==> config.mk <==
export PLATFORM = sky130hd
export DESIGN_NAME = xor_parity_accum
export DESIGN_NICKNAME = d
export VERILOG_FILES = /design/src/rtl/xor_parity_accum.sv
export SDC_FILE = /design/constraint.sdc
export NUM_CORES = 1
export LEC_CHECK = 0
export CAP_MARGIN = 20
export CORE_MARGIN = 2
export CORE_UTILIZATION = 24
export DETAILED_ROUTE_END_ITERATION = 8
export SLEW_MARGIN = 10
export SYNTH_ARGS = -nofsm -noshare
export SYNTH_HDL_FRONTEND = slang
export SYNTH_SLANG_ARGS = --single-unit
==> constraint.sdc <==
create_clock -name clk -period 1.41 [get_ports clk]
set_clock_uncertainty 0.2 [all_clocks]
set_input_delay 0.282 -clock clk [delete_from_list [all_inputs] [get_ports clk]]
set_output_delay 0.282 -clock clk [all_outputs]
set_load 0.01 [all_outputs]
==> src/rtl/xor_parity_accum.sv <==
// xor_parity_accum: serial parity accumulator behind the my_xor stage.
// Collects FRAME_LEN qualified bits, counts the ones, and reports parity
// with a one-cycle done strobe once the frame is complete.
module xor_parity_accum #(
  parameter int unsigned FRAME_LEN = 8,
  parameter int unsigned CNT_W     = $clog2(FRAME_LEN + 1)
) (
  input  logic             clk,
  input  logic             rst,
  input  logic             start,
  input  logic             x_in,
  input  logic             valid_in,
  output logic             busy,
  output logic             done,
  output logic             parity_out,
  output logic [CNT_W-1:0] ones_count
);

  localparam logic [1:0] IDLE  = 2'd0;
  localparam logic [1:0] ACCUM = 2'd1;
  localparam logic [1:0] DONE  = 2'd2;

  localparam logic [CNT_W-1:0] LAST_IDX = CNT_W'(FRAME_LEN - 1);

  logic [1:0]       state;
  logic             acc;
  logic [CNT_W-1:0] ones;
  logic [CNT_W-1:0] cnt;
  logic [CNT_W-1:0] ones_next;
  logic             acc_next;

  // Running values including the bit currently presented.
  always_comb begin
    acc_next  = acc ^ x_in;
    ones_next = ones + CNT_W'(x_in);
  end

  // Frame sequencing, accumulation and result capture.
  always_ff @(posedge clk) begin
    if (rst) begin
      state      <= IDLE;
      acc        <= 1'b0;
      ones       <= '0;
      cnt        <= '0;
      parity_out <= 1'b0;
      ones_count <= '0;
    end else begin
      case (state)
        IDLE: begin
          if (start) begin
            state <= ACCUM;
            acc   <= 1'b0;
            ones  <= '0;
            cnt   <= '0;
          end
        end
        ACCUM: begin
          if (valid_in) begin
            acc  <= acc_next;
            ones <= ones_next;
            if (cnt == LAST_IDX) begin
              // cnt is left at its last index so it never reaches FRAME_LEN
              parity_out <= acc_next;
              ones_count <= ones_next;
              state      <= DONE;
            end else begin
              cnt <= cnt + 1'b1;
            end
          end
        end
        DONE: begin
          if (start) begin
            state <= ACCUM;
            acc   <= 1'b0;
            ones  <= '0;
            cnt   <= '0;
          end else begin
            state <= IDLE;
          end
        end
        default: state <= IDLE;
      endcase
    end
  end

  // Status outputs decode from state only.
  always_comb begin
    busy = (state == ACCUM);
    done = (state == DONE);
  end

endmodule

==> Yosys cells after proc, flatten, opt, wreduce, memory -nomap -nowiden <==
Index checks and enable logic that the tools add are counted.
{ "word_totals": {"ff_bits": 16, "latch_bits": 0, "ram_bits": 0, "mem_bits_ro": 0, "input_bits": 5, "elab_cells": 38, "mem_count": 0} }
{ "op_classes": {"add_sub_neg": 2, "mul": 0, "div_mod_pow": 0, "magnitude_cmp": 0, "n_eq_ne": 8, "shifts": 0, "muxes": 14, "bitwise_logic": 1, "reduce_logical": 7} }
{ "ops": {"columns": ["op", "n"], "rows": [
  ["4-bit 2-to-1 mux", 4],
  ["4-bit case mux with 2 select lines", 2],
  ["3-bit AND reduction", 3],
  ["2-bit 2-to-1 mux", 3],
  ["2-bit inequality test (second input constant)", 3],
  ["2-bit case mux with 3 select lines", 1],
  ["4-bit by 1-bit adder with 4-bit output", 1],
  ["4-bit by 1-bit adder with 4-bit output (second input constant)", 1],
  ["4-bit by 3-bit == test with 1-bit output (second input constant)", 1],
  ["2-bit by 1-bit inequality test with 1-bit output (second input constant)", 2],
  ["4-bit AND reduction", 1],
  ["1-bit 2-to-1 mux", 3],
  ["2-bit by 1-bit == test with 1-bit output (second input constant)", 1],
  ["2-bit == test (second input constant)", 1],
  ["2-bit logical NOT", 1],
  ["1-bit case mux with 2 select lines", 1],
  ["2-bit nonzero test", 1],
  ["2-bit OR reduction", 1],
  ["1-bit XOR", 1]
]} }

==> Longest topological paths before layout <==
{ "depth": {"word_depth": 4, "mapped_depth": 5, "depth_no_buf": 4} }

==> Least setup slack after synthesis <==
Ideal clock, no wire load.
{ "synth_path": {"path_kind": "register -> register", "start": "register cnt[0]", "end": "register cnt[0]", "setup_ps": 133, "arrival_ps": 1226, "required_time_ps": 1077, "path_slack_ps": -148, "path_stages_with_launch": 6, "path_buffers": 1, "period_less_slack_ps": 1558, "path_cell_list": "dfxtp_1 ha_1 and3b_1 buf_2 a22oi_1 a211oi_2"} }
{ "synth_via": {"elab_chain_cells": 4} }
{ "synth_lines": {"columns": ["item", "line", "text"], "rows": [
  ["start: declaration", "28", "logic [CNT_W-1:0] cnt;"],
  ["start signal: assignment", "67", "cnt <= cnt + 1'b1;"],
  ["4-bit by 1-bit adder with 4-bit output", "67", null],
  ["4-bit 2-to-1 mux", "61", "if (cnt == LAST_IDX) begin"],
  ["4-bit 2-to-1 mux", "58", "if (valid_in) begin"],
  ["4-bit case mux with 2 select lines", "48", "case (state)"]
]} }
Several ways; a longest one is shown, not always the timed one. The select of a mux whose other input is x is not followed.
A chain may end at the register's enable or synchronous reset.

==> Worst setup path in the final report <==
{ "layout_path": {"start": "register cnt[1]", "end": "register ones_count[2]"} }
{ "layout_via": {"elab_chain_cells": 2} }
{ "layout_lines": {"columns": ["item", "line", "text"], "rows": [
  ["4-bit by 3-bit == test with 1-bit output", "61", null],
  ["3-bit AND reduction (no source line)", null, null],
  ["end signal: assignment", "64", "ones_count <= ones_next;"],
  ["end: declaration", "16", "output logic [CNT_W-1:0] ones_count"]
]} }
Every way passes these cells.

==> flow_summary.ini <==
[run_status]
status = finished with violations
violations = negative setup slack

[sta]
rsz0062_at_grt = yes
hold_slack_ns = 0.280
hold_viol = 0
fmax_mhz = 662
worstMarginPinSlew_ns = 0.292
tns_ns = -0.785
fin_ws_ns = -0.101
period_minus_slack_ns = 1.51
min_period_over_period_pct = 107
setup_violations = 16
slew_violations = 0
relSlewSlack_pct = 80.5

[clock_tree]
clockBufferDepth = 2
cts_sinks = 16
clk_latency_ns = 0.29
clock-root-buffer = clkbuf_4
path_clk_slew_ns = 0.10
htree_num_levels = 1
numCtsBuffers = 3
cts_tree = done

[hold_path]
hp-class = flip-flop to flip-flop
min_from = ones_count[1]$_SDFFE_PP0P_
worst_hold_path.endpoint = ones_count[1]$_SDFFE_PP0P_
holdPathStages = 2

[placed_design]
globalplace.congestion = 0.757
port_buffers = 11
dpl_cell_area_sq_um = 1090
place_hpwl_microns = 1420

[grt]
grt.overflow.total = 0
grt_util_all_layers_pct = 13.0
grt_pass1_wl_microns = 3530
antenna_found_initial = 0
grt_max_degree = 10
grt_pass1_vias = 760

[synth]
avgSynthCellArea_sq_um = 9.24
netlist-cell-type-count = 29
synth_area_leaders = dfxtp_1, a21oi_1, nand3_1
synth_top_area_cell = dfxtp_1
ys_ff_latch = 16
syn_nets = 93
syn_inst = 85
seq_area_frac_synth_pct = 40.8
synth_top_area_share_pct = 40.8
netlist_area_sq_um = 786
yosysWarnings = 0

[pwr]
leakagePower_nw = 0.481
pwr_density_cell_nw_per_um2 = 737
vdd.ir_drop.worst_mv = 0.239

[detailed_routing]
vias = 785
via_per_inst = 4.70
dr.pass1.iters = 4
finalWirelength_microns = 2260
drt-wirelength-per-cell_microns = 13.5
first_iter_violations = 37
drtAntennaViolNets = 0
drc = 0

[die]
die_x_microns = 61.2
die-area_sq_um = 3750
ioPinCount = 12
coreArea_sq_um = 3080
dieHeight_microns = 61.2
num_rows = 20
start_util_pct = 25.5

[final_layout]
fillCellCount = 293
antennaDiodeCount = 0
layout-drive-gt1-share_pct = 56.9
area_growth_pct = 65.3
fin_area_sq_um = 1300
nets = 132

[critical_path]
endpoint_kind = flip-flop
r2r-start = cnt[1]$_SDFFE_PP0P_
required_ns = 1.43
rrSetupSlack_ns = -0.10
r2r-end = ones_count[2]$_SDFFE_PP0P_
worstPathMaxFanout = 6
worstPathArrival_ns = 1.53
r2r_cells = 5
startpoint_type = flip-flop
worst-setup-path-type = flip-flop to flip-flop

[job]
maxCapViolCount = 0
[worst max path at each step]
stage                                     start                          to  cells past startpoint
final                       cnt[1]$_SDFFE_PP0P_  ones_count[2]$_SDFFE_PP0P_                      5
after floorplan             cnt[0]$_SDFFE_PP0P_         cnt[2]$_SDFFE_PP0P_                      5
after global placement                     x_in        ones[2]$_SDFFE_PP0P_                      5
after detailed placement                   x_in        ones[2]$_SDFFE_PP0P_                      5
after CTS                   cnt[0]$_SDFFE_PP0P_         cnt[2]$_SDFFE_PP0P_                      4
after global routing      state[0]$_SDFFE_PP0P_            acc$_SDFFE_PP0P_                      5
[flip-flops by register name (all words and copies together) (netlist names)]
name        flops
parity_out      1
ones            4
cnt             4
state           2
ones_count      4
acc             1
[area by class of cell]
cell class	count	area (sq um)	area share (%)
Clock buffer	4	36.3	2.79
Sequential cell	16	332	25.5
Inverter	3	11.3	0.867
Timing Repair Buffer	39	333	25.6
Multi-Input combinational cell	61	532	40.9
Tap cell	44	55.1	4.24
[cell usage after synthesis (all sizes together)]
cell type / number
a311oi: 6
nand3b: 2
xor2: 1
nor3: 1
o2bb2ai: 1
a22oi: 2
and3b: 2
a41oi: 1
o32ai: 1
ha: 3
nand3: 9
nor4bb: 1
a211oi: 1
a31oi: 1
nand2b: 4
nor4b: 1
xnor2: 2
dfxtp: 16
or2b: 1
nor2b: 2
nand2: 4
o21ai: 3
clkbuf: 1
inv: 3
a21oi: 12
buf: 4
[cells by family (layout without fill, tap and decap cells)]
group / Yosys count / in the layout / synth area share [%]
buf+inv: 8 / 46 / 5.89
simple gates: 27 / 27 / 20.5
fa+ha+maj: 3 / 3 / 4.78
flops: 16 / 16 / 40.8
compound gates: 28 / 28 / 24.7
xor+xnor: 3 / 3 / 3.34
[cells in the final DEF, fill, tap and decap left out, types with 2 or more instances in the layout]
| cell type | n |
|---|---|
| nand2b_1 | 4 |
| buf_6 | 4 |
| a21oi_1 | 7 |
| buf_4 | 22 |
| nand2_2 | 3 |
| nand3_2 | 2 |
| clkbuf_4 | 3 |
| and3b_2 | 2 |
| nand3_1 | 7 |
| dlygate4sd2_1 | 2 |
| clkbuf_2 | 5 |
| o21ai_2 | 2 |
| a21oi_2 | 5 |
| inv_1 | 3 |
| a22oi_2 | 2 |
| dfxtp_4 | 2 |
| nand3b_1 | 2 |
| dfxtp_2 | 3 |
| dfxtp_1 | 11 |
| xnor2_1 | 2 |
| a311oi_1 | 2 |
| clkdlybuf4s50_1 | 2 |
| a311oi_2 | 4 |
| buf_12 | 2 |
[where the power goes]
group	total, W	leakage [nW]	switching (W)	internal (W)
Clock	0.000323	0.0210	0.000165	0.000157
Combinational	0.000169	0.328	0.0000801	0.0000894
Sequential	0.000465	0.132	0.00000742	0.000457
Total	0.000957	0.481	0.000253	0.000704
[metal layers]
metal  global-route usage (%)  up-vias  wire [microns]
met3                     3.15        4              86
met1                     16.0      367            1010
met5                        0        -               0
met4                     5.59        0              29
li1                         -      396               -
met2                     21.7       18            1130
[repair_timing]
action | CTS | global route
gates resized for setup | 41 | 21
pin swaps | 17 | 6
hold buffers | 0 | 0
setup endpoints to repair | 21 | 23
buffers inserted | 4 | 6
gates cloned | 1 | 0
[worst max-delay path, stage by stage (launching register included)]
cell      delay, ns
dfxtp_2        0.35
ha_4           0.16
and3b_2        0.25
buf_4          0.15
buf_6          0.11
a311oi_2       0.21
[per-stage QoR]
step | setup WS, ns | std cells | util, % | power (W)
after detailed placement | -0.552 | 153 | 35.3 | 0.000605
after global placement | -0.493 | 153 | 35.3 | 0.000602
after CTS | -0.106 | 162 | 41.2 | 0.000961
after floorplan | 0.00993 | 85 | - | 0.000541
after global routing | -0.125 | 167 | 42.2 | 0.00100
final | -0.101 | 167 | 42.2 | 0.000957
Note: power is estimated with default switching activity, not from simulation.
